==> src/rtl/riscv_if_pkg.sv <==
// riscv_if_pkg: shared types and constants for the instruction fetch path
package riscv_if_pkg;
   typedef enum logic [1:0] {IDLE, READ, DRAIN, RESP} state_t;
   localparam logic [31:0] NOP_INSTR = 32'h00000013;
   localparam int FETCH_BEATS = 4;
endpackage

==> src/rtl/imem_fetch_arbiter_if.sv <==
// imem_fetch_arbiter_if: fetch, loader and RAM-side signals of the instruction memory arbiter
// fetch_err exists only when IMEM_ALIGN_CHECK_EN is defined.
interface imem_fetch_arbiter_if #(
   parameter int WIDTH = 32,
   parameter int AW = 10
) ();
   logic fetch_req;
   logic [WIDTH-1:0] fetch_addr;
   logic fetch_ready;
   logic fetch_flush;
   logic fetch_valid;
   logic [31:0] fetch_instr;
`ifdef IMEM_ALIGN_CHECK_EN
   logic fetch_err;
`endif
   logic ld_req;
   logic [WIDTH-1:0] ld_addr;
   logic [7:0] ld_data;
   logic ld_ack;
   logic mem_en;
   logic mem_we;
   logic [AW-1:0] mem_addr;
   logic [7:0] mem_wdata;
   logic [7:0] mem_rdata;
   modport master (
      output fetch_req, fetch_addr, fetch_flush, ld_req, ld_addr, ld_data, mem_rdata,
`ifdef IMEM_ALIGN_CHECK_EN
      input fetch_err,
`endif
      input fetch_ready, fetch_valid, fetch_instr, ld_ack, mem_en, mem_we, mem_addr, mem_wdata
   );
   modport slave (
      input fetch_req, fetch_addr, fetch_flush, ld_req, ld_addr, ld_data, mem_rdata,
`ifdef IMEM_ALIGN_CHECK_EN
      output fetch_err,
`endif
      output fetch_ready, fetch_valid, fetch_instr, ld_ack, mem_en, mem_we, mem_addr, mem_wdata
   );
endinterface

==> src/rtl/imem_fetch_arbiter.sv <==
// imem_fetch_arbiter: shares the byte-wide instruction RAM between 4-beat big-endian fetches and loader writes
// Optional IMEM_ALIGN_CHECK_EN: misaligned or out-of-range fetches return NOP with fetch_err, no RAM access.
module imem_fetch_arbiter
   import riscv_if_pkg::*;
#(
   parameter int WIDTH = 32,
   parameter int MEM_DEPTH = 1024,
   localparam int AW = $clog2(MEM_DEPTH)
) (
   input logic clk,
   input logic rst_n,
   imem_fetch_arbiter_if.slave bus
);
   state_t state;
   logic [1:0] beat;
   logic [AW-1:0] base;
   logic [23:0] shreg;
   logic [31:0] instr_q;
   logic [31:0] assembled;
   logic ld_go;
   logic accept;
   logic unused_addr_hi;
   assign unused_addr_hi = ^{bus.fetch_addr[WIDTH-1:AW], bus.ld_addr[WIDTH-1:AW]};
   // Loader wins only while idle; a pending ld_req simply waits out a fetch.
   assign ld_go = rst_n && state == IDLE && bus.ld_req;
   assign bus.fetch_ready = rst_n && state == IDLE && !bus.ld_req;
   assign accept = bus.fetch_ready && bus.fetch_req;
   assign bus.ld_ack = ld_go;
   assign bus.mem_en = ld_go || state == READ;
   assign bus.mem_we = ld_go;
   assign bus.mem_addr = ld_go ? bus.ld_addr[AW-1:0] : state == READ ? base + AW'(beat) : '0;
   assign bus.mem_wdata = ld_go ? bus.ld_data : 8'h00;
   assign bus.fetch_valid = state == RESP && !bus.fetch_flush;
   assign bus.fetch_instr = instr_q;
`ifdef IMEM_ALIGN_CHECK_EN
   logic err_q;
   logic bad;
   assign bad = bus.fetch_addr[1:0] != 2'b00 || bus.fetch_addr >= WIDTH'(MEM_DEPTH - 3);
   assign bus.fetch_err = bus.fetch_valid && err_q;
   assign assembled = err_q ? NOP_INSTR : {shreg, bus.mem_rdata};
`else
   assign assembled = {shreg, bus.mem_rdata};
`endif
   always_ff @(posedge clk or negedge rst_n)
      if (!rst_n) begin
         state <= IDLE;
         beat <= '0;
         base <= '0;
         shreg <= '0;
         instr_q <= '0;
`ifdef IMEM_ALIGN_CHECK_EN
         err_q <= 1'b0;
`endif
      end else
         case (state)
            IDLE: if (accept) begin
               base <= bus.fetch_addr[AW-1:0];
               beat <= '0;
`ifdef IMEM_ALIGN_CHECK_EN
               err_q <= bad;
               state <= bad ? DRAIN : READ;
`else
               state <= READ;
`endif
            end
            // Byte from the previous beat arrives one cycle late, so beat 0 shifts nothing.
            READ: if (bus.fetch_flush) state <= IDLE;
            else begin
               if (beat != 2'd0) shreg <= {shreg[15:0], bus.mem_rdata};
               beat <= beat + 2'd1;
               if (beat == 2'(FETCH_BEATS - 1)) state <= DRAIN;
            end
            DRAIN: begin
               state <= bus.fetch_flush ? IDLE : RESP;
               if (!bus.fetch_flush) instr_q <= assembled;
            end
            default: state <= IDLE;
         endcase
endmodule
==> src/flat_wrapper.sv <==
// flat-port wrapper written by rule: the top's interface ports become plain ports
module imem_fetch_arbiter_flat import riscv_if_pkg::*;
#(
   parameter int WIDTH = 32,
   parameter int MEM_DEPTH = 1024,
   localparam int AW = $clog2(MEM_DEPTH)
)
  (clk, rst_n, bus_fetch_req, bus_fetch_addr, bus_fetch_flush, bus_ld_req, bus_ld_addr, bus_ld_data, bus_mem_rdata, bus_fetch_ready, bus_fetch_valid, bus_fetch_instr, bus_ld_ack, bus_mem_en, bus_mem_we, bus_mem_addr, bus_mem_wdata);
  imem_fetch_arbiter_if #(.WIDTH(WIDTH)) bus_i ();
  input logic clk;
  input logic rst_n;
  input wire logic [$bits(bus_i.fetch_req)-1:0] bus_fetch_req;
  input wire logic [$bits(bus_i.fetch_addr)-1:0] bus_fetch_addr;
  input wire logic [$bits(bus_i.fetch_flush)-1:0] bus_fetch_flush;
  input wire logic [$bits(bus_i.ld_req)-1:0] bus_ld_req;
  input wire logic [$bits(bus_i.ld_addr)-1:0] bus_ld_addr;
  input wire logic [$bits(bus_i.ld_data)-1:0] bus_ld_data;
  input wire logic [$bits(bus_i.mem_rdata)-1:0] bus_mem_rdata;
  output wire logic [$bits(bus_i.fetch_ready)-1:0] bus_fetch_ready;
  output wire logic [$bits(bus_i.fetch_valid)-1:0] bus_fetch_valid;
  output wire logic [$bits(bus_i.fetch_instr)-1:0] bus_fetch_instr;
  output wire logic [$bits(bus_i.ld_ack)-1:0] bus_ld_ack;
  output wire logic [$bits(bus_i.mem_en)-1:0] bus_mem_en;
  output wire logic [$bits(bus_i.mem_we)-1:0] bus_mem_we;
  output wire logic [$bits(bus_i.mem_addr)-1:0] bus_mem_addr;
  output wire logic [$bits(bus_i.mem_wdata)-1:0] bus_mem_wdata;
  assign bus_i.fetch_req = bus_fetch_req;
  assign bus_i.fetch_addr = bus_fetch_addr;
  assign bus_i.fetch_flush = bus_fetch_flush;
  assign bus_i.ld_req = bus_ld_req;
  assign bus_i.ld_addr = bus_ld_addr;
  assign bus_i.ld_data = bus_ld_data;
  assign bus_i.mem_rdata = bus_mem_rdata;
  assign bus_fetch_ready = bus_i.fetch_ready;
  assign bus_fetch_valid = bus_i.fetch_valid;
  assign bus_fetch_instr = bus_i.fetch_instr;
  assign bus_ld_ack = bus_i.ld_ack;
  assign bus_mem_en = bus_i.mem_en;
  assign bus_mem_we = bus_i.mem_we;
  assign bus_mem_addr = bus_i.mem_addr;
  assign bus_mem_wdata = bus_i.mem_wdata;
  imem_fetch_arbiter #(.WIDTH(WIDTH), .MEM_DEPTH(MEM_DEPTH)) u_core (.clk(clk), .rst_n(rst_n), .bus(bus_i));
endmodule
==> config.mk <==
export PLATFORM = sky130hd
export DESIGN_NAME = imem_fetch_arbiter_flat
export DESIGN_NICKNAME = d
export VERILOG_FILES = /design/src/rtl/riscv_if_pkg.sv /design/src/rtl/imem_fetch_arbiter_if.sv /design/src/rtl/imem_fetch_arbiter.sv /design/src/flat_wrapper.sv
export SDC_FILE = /design/constraint.sdc
export NUM_CORES = 1
export LEC_CHECK = 0
export CAP_MARGIN = 40
export CORE_MARGIN = 2
export CORE_UTILIZATION = 42
export CTS_CLUSTER_SIZE = 14
export DETAILED_ROUTE_END_ITERATION = 6
export GPL_TIMING_DRIVEN = 0
export PLACE_DENSITY = 0.79
export SYNTH_ARGS = -nofsm -noshare
export SYNTH_HDL_FRONTEND = slang
export SYNTH_SLANG_ARGS = --single-unit
==> constraint.sdc <==
create_clock -name clk -period 2.48 [get_ports clk]
set_input_delay 0.744 -clock clk [delete_from_list [all_inputs] [get_ports clk]]
set_output_delay 0.744 -clock clk [all_outputs]
set_load 0.02 [all_outputs]
==> run metrics <==
status=finished, violations left; violated checks=negative setup slack; DRT antenna net count=0; Slew @ Worst Pin=0.366 ns; Ports=140; maxcap violations=0; placed insts=414; cts bufs inserted=9; Clock Path Buffers=2; Post-Syn Area=3130 um^2; Vias/cell=4.83; Root Buffer=clkbuf_8; Startpoint Class=register; Leakage=2.14 nW; H-tree levels=3; Finished Layout Cells=440; endpoint kind of the worst setup timing path=output pin; nets=426; post-route cell area=4540 um^2; Final Critical Period=2.56 ns; Die Span Y=90.3 um; clock latency on the worst-skew pair=0.34 ns; worst reg2reg setup slack=0.66 ns; fmax=390 MHz; ys flop type=dfrtp_1; #FFs+latches synth=70; synth warn=0; core area=7210 um^2; Die X=90.3 um; total die area=8160 um^2; asr flop ratio synth=100%; Worst R2R End=u_core.shreg[6]; Fillers=580; R2R Path Start=u_core.state[1]; Synth Net Count=310; sequential element share of the synthesized area=56.0%; Distinct cells, synth=36; Crit Path Class=register to output pin; vias in the first global route=2,341; Final Power=4.08 mW; Final WS setup=-0.0828 ns; number of port buffers=94; Routed WL=6.88 mm; fraction of layout cells with a size suffix above 1=39.6%; number of cell rows=31; DR DRC count=0; clock tree from TritonCTS=built; DR pass1 iterations=4; drt first-iter violations=72; worst setup path start=u_core.base[0]; GRT Overall Usage=18.6%; maximum vdd ir drop=595 uV; Data arrival, critical path=1.82 ns; final setup vio count=7; GRT overflow=0; syn avg cell area=14.2 um^2; Clock Sinks=70; Layout area overhead=45.1%; relative slew slack=75.5%; Required @ worst endpoint=1.74 ns; largest net degree at the start of global routing=21; DP Wirelength=4.52 mm; antenna violations before repair=0; Worst-path clk slew=0.07 ns; clock skew=0.0108 ns; final core occ=62.9%; period utilization=103%; Hold Vio Cnt, Final=0; EDFF count, synth=0; Ant. Diodes=0; placer's final routability congestion estimate=0.833; Reg2Reg Depth=4; routed len/inst=15.6 um; Hold Crit Class=input pin to async pin; Synth Instances=220; WHS=0.323 ns; Placed Area=4210 um^2; Critical Path Fanout Max=4; CP endpoint=bus_mem_addr[8]; pwr dens=899 nW/um^2; first-pass GRT wire length=11.8 mm; via count=2,127; Starting Density=43.4%; RSZ-0062 raised after global routing=yes; fin. max-slew vios=0
## critical path: stages (launching register included)
cell	delay, ns
dfrtp_1	0.39
ha_2	0.20
fa_2	0.39
nand4_1	0.11
xor2_1	0.17
o21ai_1	0.07
buf_2	0.16
## per-stage QoR
| step | setup slack (ns) | TNS, ns |
|---|---|---|
| 2_1_floorplan | 0.0353 | 0 |
| 3_3_place_gp | -3.55 | -226.36 |
| 3_5_place_dp | -1.19 | -23.57 |
| 4_1_cts | -0.103 | -0.488 |
| 5_1_grt | -0.185 | -1.06 |
| 6_report | -0.0828 | -0.315 |
## repair_timing
item	in CTS	in global routing
gates resized for setup	122	8
buffers inserted	5	3
gates cloned	4	0
hold buffers	0	0
pin swaps	6	2
setup endpoints to repair	23	19
## where the power goes
group | total [mW] | leakage, nW | internal (mW) | switching (mW)
clock network | 0.996 | 0.110 | 0.591 | 0.405
logic | 1.36 | 1.12 | 0.781 | 0.575
registers | 1.73 | 0.907 | 1.50 | 0.234
total | 4.08 | 2.14 | 2.87 | 1.21
## worst min path at each step
stage                                       to  slack [ns]  cells after the start
finish                          u_core.beat[1]        0.32                      2
floorplan                       u_core.base[0]        0.45                      0
detailed placement  u_core.bus.fetch_instr[16]        0.48                      1
global placement    u_core.bus.fetch_instr[20]        0.47                      1
CTS                           u_core.shreg[22]        0.32                      1
global route                  u_core.shreg[21]        0.31                      2
## logic make-up (layout without fill, tap and decap cells)
kind of cell	Yosys count	in the layout	share of synthesized area (%)
AND/OR/NAND/NOR	42	42	9.04
buffers and inverters	13	134	2.76
multiplexers	66	66	24.7
adder cells (fa/ha/maj)	5	5	2.24
XOR/XNOR	8	8	2.24
flip-flops	70	70	56.0
AO/OA/AOI/OAI	16	16	3.04
## placed cells by master (no fill, tap or decap), drive strengths merged, types with 7 or more instances in the layout
cell type / count
and2: 8
buf: 38
clkbuf: 16
clkdlybuf4s50: 69
dfrtp: 70
mux2: 66
nand2: 13
o21ai: 9
xor2: 7
## flip-flops by register name (all words and copies together) (netlist names)
name	flops
u_core.shreg	24
u_core.base	10
u_core.state	2
u_core.bus.fetch_instr	32
u_core.beat	2
## final cells by class
class | instances | area [um^2] | area share [%]
clock inverter | 4 | 70.1 | 1.54
buffer | 10 | 97.6 | 2.15
multi-input combinational | 137 | 1300 | 28.7
timing repair buffer | 106 | 1040 | 22.8
tap | 99 | 124 | 2.73
sequential | 70 | 1760 | 38.7
clock buffer | 12 | 145 | 3.20
inverter | 2 | 7.51 | 0.165
## metal layers
| layer | track usage (%) | vias up | wire length, um |
|---|---|---|---|
| met1 | 23.0 | 1027 | 3060 |
| met4 | 6.54 | 0 | 78 |
| met5 | 0 | - | 0 |
| met2 | 30.5 | 85 | 3210 |
| met3 | 6.09 | 9 | 535 |
| li1 | - | 1006 | - |
## cell usage after synthesis, drive strengths merged (4+ instances only)
master	instances	area share [%]
mux2	66	25
clkbuf	4	0.48
dfrtp	70	56
and2	8	1.6
nand4	4	0.80
ha	4	1.6
buf	7	2.0
nand2	13	1.6
xor2	7	2.0
o21ai	9	1.4
No activity file was read; power rests on OpenSTA's default activity.
==> patch 1, RTL diff (same flow settings) <==
Make the reset (`rst_n`) synchronous in one clocked block.
--- a/src/rtl/imem_fetch_arbiter.sv
+++ b/src/rtl/imem_fetch_arbiter.sv
@@ -42,5 +42,5 @@
    assign assembled = {shreg, bus.mem_rdata};
 `endif
-   always_ff @(posedge clk or negedge rst_n)
+   always_ff @(posedge clk)
       if (!rst_n) begin
          state <= IDLE;
Check against the original RTL: differs if rst_n is asserted again (counterexample within 4 cycles, from zero or initial values and one cycle with rst_n low); with rst_n held inactive, the same outputs for 10 cycles.
==> patch 1 against the unedited design <==
Via count increased by 35%; synthesized area decreased by 2.8%; first-iteration DRC count increased by 97%; critical path type unchanged; final area decreased by 2.6%; maximum frequency decreased by 1.3%; non-clock buffer count increased by 13; routed wire length increased by 13%; highest routed layer unchanged; the flow still finishes with violations (setup timing); setup slack got worse by 0.033 ns; sequential cell count unchanged.
Power is not compared: it rests on default switching activity, and its combinational part moved more than twofold at a synthesized area within 25%.
==> patch 1: results (changes against the unedited design) <==
metric	value	unit	change
num_antenna_cells	0		unchanged
max_slew_margin	69.0	%	was 75.5%
ys_top_cells_by_count	148 x nand2_1, 70 x dfxtp_1, 58 x a21boi_1		was 70 x dfrtp_1, 56 x mux2_2, 12 x nand2_1
drt-initial-drc-count	142		was 72
critical_path_peak_fanout	6		was 4
fin_nets	579		was 426
gr-usage-met1	24.5	%	was 23.0%
antenna_found_initial	0		unchanged
dr.pass1.iters	4		unchanged
met3_usage	3.51	%	was 6.09%
root_buffer	clkbuf_8		unchanged
clockBufferDepth	2		unchanged
place_congestion	0.846		was 0.833
h-tree-depth	3		unchanged
worst_slack	-0.116	ns	was -0.0828 ns
dp_hpwl	5.74	mm	was 4.52 mm
grt_pass1_wl	12.3	mm	was 11.8 mm
place_ws	-0.893	ns	was -1.19 ns
first_global_vias	2679		was 2341
ys_seq_area_share	46.1	%	was 56.0%
avgRoutedWirePerCell	13.1	um	was 15.6 um
skew	0.00748	ns	was 0.0108 ns
fill_cells	633		was 580
syn_nets	466		was 310
path_clk_slew	0.08	ns	
drive_gt1_share	16.4	%	was 39.6%
ir_drop	331	uV	
yosysWarnings	0		unchanged
hold_class	reg2reg		was in2async
violations	setup timing		unchanged
largest_reg_flops	32		unchanged
leakage	1.59	nW	
async_flop_share	0	%	was 100%
arrival	1.85	ns	was 1.82 ns
yosysUniqueCellTypes	32		was 36
insertion_delay	0.34	ns	about the same
met2_usage	34.3	%	was 30.5%
grt_max_degree	13		was 21
setup_viol	7		unchanged
io_buffers	93		was 94
grt_usage	20.0	%	was 18.6%
vias	2861		was 2127
synth_area_leaders	dfxtp_1 46%, nand2_1 18%, a21boi_1 14%		was dfrtp_1 56%, mux2_2 20%, mux2_4 3.8%
cts_buffers	9		unchanged
status	complete, but fails checks		unchanged
## patch 1: cell types whose count changed after synthesis, sizes merged, moves of 9 or more
| cell | delta |
|---|---|
| nand2 | +135 |
| dfrtp | -70 |
| dfxtp | +70 |
| a21boi | +67 |
| mux2 | -66 |
| buf | +9 |
## patch 1: metrics by stage
step           util [%]  TNS [ns]  instances  area (um^2)
6_report           61.9    -0.423        592         4420
5_1_grt            61.9    -0.976        592         4420
4_1_cts            61.5    -0.282        592         4390
3_5_place_dp       57.4    -17.84        568         4100
3_3_place_gp       57.4    -16.89        568         4100
2_1_floorplan         -         0        376         3040
## patch 1: repair_timing
action                                  in CTS  in global routing
gates resized for setup                    105                 15
endpoints found under the setup margin      22                 20
buffers inserted                             9                  0
pin swaps                                    7                  2
## patch 1: cell families (layout without fill, tap and decap cells)
kind of cell | after synthesis | after routing | share of synthesized area (%)
simple gates | 183 | 183 | 25.6
xor+xnor | 7 | 7 | 2.02
fa+ha+maj | 5 | 5 | 2.30
buf+inv | 29 | 146 | 4.40
flops | 70 | 70 | 46.1
compound gates | 82 | 82 | 19.6
## patch 1: path summary, 6_finish.rpt
kind                                                  from                          to  slack [ns]  cells past startpoint
worst max register to register              u_core.beat[1]            u_core.shreg[21]        0.78                      8
worst min register to register  u_core.bus.fetch_instr[11]  u_core.bus.fetch_instr[11]        0.45                      2
worst max-delay path                        u_core.base[2]             bus_mem_addr[9]       -0.12                      5
worst min-delay path            u_core.bus.fetch_instr[11]  u_core.bus.fetch_instr[11]        0.45                      2
## patch 1: where the power goes
part	total (mW)	internal, mW	switching [mW]
clock network	0.979	0.560	0.418
logic	0.207	0.118	0.0890
registers	1.14	1.13	0.00879
## patch 1: layout make-up
type	instances	area (um^2)	share of cell area, %
Multi-Input combinational cell	277	1560	35.4
Sequential cell	70	1410	31.9
Timing Repair Buffer	102	966	21.9
Clock buffer	9	124	2.80
Inverter	2	7.51	0.170
Tap cell	99	124	2.80
Buffer	27	140	3.17
Clock inverter	6	86.3	1.95
## patch 1: critical path: stages (launching register included)
cell and delay [ns]:
dfxtp_2 0.42, and4_4 0.27, nand3_2 0.11, or4_4 0.50, nand3_2 0.09, buf_6 0.12
## patch 1: layer usage
layer	routed length (um)	vias up	part of all wire, %
met5	0	-	0
met3	288	14	3.7
met2	3850	67	50
met4	181	0	2.3
met1	3430	1337	44
li1	-	1443	-
==> patch 2, RTL diff (same flow settings) <==
Without the edit above. Re-encode `state_t` (4 states) as one-hot, 4 bits wide.
--- a/src/rtl/riscv_if_pkg.sv
+++ b/src/rtl/riscv_if_pkg.sv
@@ -1,5 +1,5 @@
 // riscv_if_pkg: shared types and constants for the instruction fetch path
 package riscv_if_pkg;
-   typedef enum logic [1:0] {IDLE, READ, DRAIN, RESP} state_t;
+   typedef enum logic [3:0] {IDLE = 4'b0001, READ = 4'b0010, DRAIN = 4'b0100, RESP = 4'b1000} state_t;
    localparam logic [31:0] NOP_INSTR = 32'h00000013;
    localparam int FETCH_BEATS = 4;
Function: same outputs for any inputs over 10 cycles, from zero or initial values and one cycle with rst_n low; not proved beyond that.
==> patch 2 against the unedited design <==
The run still ends with setup timing left; largest cell class unchanged; first-iteration DRC count fell by 26%; routed wire length rose by 10%; synthesized area rose by 3.0%; sequential share of layout area fell by 2.3 points; critical endpoint is now bus_mem_addr[4]; final area rose by 9.3%; setup slack got worse by 0.18 ns; sequential cell count rose by 2; via count rose by 5.8%; global-route usage rose by 0.60 points.
Power is not compared: it rests on default switching activity, and its combinational part moved more than twofold at a synthesized area within 25%.
==> patch 2: results (changes against the unedited design) <==
metric	value	unit	change
critical_path_peak_fanout	3		was 4
synthXorXnorAreaFrac	2.17	%	was 2.24%
tightest_slew	0.614	ns	was 0.366 ns
muxShareOfSynthArea	26.7	%	was 24.7%
drive_gt1_share	44.8	%	was 39.6%
timing.rr.end	u_core.base[3]		was u_core.shreg[6]
yosysWarnings	0		unchanged
arrival	2.00	ns	was 1.82 ns
avgRoutedWirePerCell	16.7	um	was 15.6 um
grt_max_degree	29		was 21
setup.worst_path.start	u_core.beat[0]		was u_core.base[0]
worst_slack	-0.263	ns	was -0.0828 ns
async_flop_share	100	%	unchanged
met3_usage	5.73	%	was 6.09%
ys_top_cells_by_count	71 x dfrtp_1, 37 x mux2_2, 29 x mux2_4		was 70 x dfrtp_1, 56 x mux2_2, 12 x nand2_1
clockBufferDepth	2		unchanged
ir_drop	529	uV	
dp_hpwl	4.67	mm	was 4.52 mm
r2r_start	u_core.state[3]		was u_core.state[1]
fill_cells	524		was 580
largest_reg_flops	32		unchanged
hold_slack	0.221	ns	was 0.323 ns
synth-adder-area-share	2.17	%	was 2.24%
insertion_delay	0.33	ns	
antenna_found_initial	0		unchanged
grt_usage	19.2	%	was 18.6%
r2r_cells	8		was 4
vias	2250		was 2127
fin_setup_tns	-1.19	ns	was -0.315 ns
setup_viol	12		was 7
synth_area_leaders	dfrtp_1 55%, mux2_4 14%, mux2_2 13%		was dfrtp_1 56%, mux2_2 20%, mux2_4 3.8%
num_antenna_cells	0		unchanged
h-tree-depth	3		unchanged
place_congestion	0.817		was 0.833
r2r_slack	0.34	ns	was 0.66 ns
met2_usage	32.5	%	was 30.5%
status	complete, but fails checks		unchanged
grt_pass1_wl	12.5	mm	was 11.8 mm
dr.pass1.iters	4		unchanged
cts_buffers	9		unchanged
yosysUniqueCellTypes	33		was 36
synth_compound_area_share	2.60	%	was 3.04%
skew	0.00610	ns	was 0.0108 ns
fin_nets	440		was 426
hold_class	in2async		unchanged
first_global_vias	2453		was 2341
syn_nets	316		was 310
io_buffers	95		was 94
gr-usage-met1	23.0	%	about the same
root_buffer	clkbuf_8		unchanged
ys_seq_area_share	55.9	%	was 56.0%
violations	setup timing		unchanged
drt-initial-drc-count	53		was 72
place_ws	-0.960	ns	was -1.19 ns
leakage	2.39	nW	
-- patch 2: changes by cell type after synthesis, sizes merged, moves of 2 or more --
cell / unedited run / this run
xnor2: 1 / 6
xor2: 7 / 2
nor2: 2 / 6
inv: 2 / 5
nand3: 1 / 4
nand4: 4 / 1
buf: 7 / 5
nand2: 13 / 11
-- patch 2: per-layer routing --
layer  part of all wire, %  up-vias
met2                    51       95
met1                    41     1108
met5                     0        -
met3                   7.1        9
met4                   1.3        0
li1                      -     1038
-- patch 2: kinds of logic after synthesis --
group                    Yosys count
XOR/XNOR                           8
flip-flops                        72
buffers and inverters             15
AO/OA/AOI/OAI                     14
adder cells (fa/ha/maj)            5
AND/OR/NAND/NOR                   45
multiplexers                      67
-- patch 2: repair_timing --
action / CTS / global route
pin swaps: 12 / 16
cloned: 4 / 0
setup buffers: 11 / 6
endpoints found under the setup margin: 23 / 23
gates resized for setup: 161 / 31
endpoints found under the hold margin: 0 / 0
-- patch 2: area by class of cell --
| class | count | area share, % |
|---|---|---|
| flip-flops and latches | 72 | 36.4 |
| multi-input cells | 139 | 29.8 |
| clock buffers | 9 | 2.50 |
| plain buffers | 8 | 1.44 |
| clock inverters | 7 | 2.90 |
| repair buffers | 115 | 24.1 |
| well taps | 99 | 2.50 |
| inverters | 5 | 0.378 |
-- patch 2: worst max-delay path by stage --
stage | to | slack, ns | depth (start not counted)
2_1_floorplan | bus_mem_addr[8] | 0.002 | 6
3_3_place_gp | bus_mem_addr[0] | -3.34 | 5
3_5_place_dp | bus_mem_addr[4] | -0.96 | 6
4_1_cts | bus_mem_addr[4] | -0.32 | 6
5_1_grt | bus_mem_addr[4] | -0.32 | 6
6_report | bus_mem_addr[4] | -0.26 | 6
-- patch 2: power breakdown --
| part | internal, mW | leakage, nW | switching, mW |
|---|---|---|---|
| clock | 0.771 | 0.126 | 0.437 |
| combinational | 0.215 | 1.29 | 0.140 |
| sequential | 1.22 | 0.977 | 0.0592 |
| total | 2.21 | 2.39 | 0.636 |
-- patch 2: stage by stage --
step / std cells / instance area [um^2] / total power [mW]
after floorplan: 226 / 3220 / 1.41
after global placement: 420 / 4300 / 1.55
after detailed placement: 421 / 4320 / 1.56
after CTS: 452 / 4870 / 2.84
after global routing: 454 / 4960 / 2.96
final: 454 / 4960 / 2.84
-- patch 2: critical path, stage by stage (launching register included) --
cell and delay, ns:
dfrtp_1 0.43, ha_4 0.18, fa_2 0.37, and3_4 0.18, xor2_2 0.14, a22o_1 0.23
buf_6 0.14
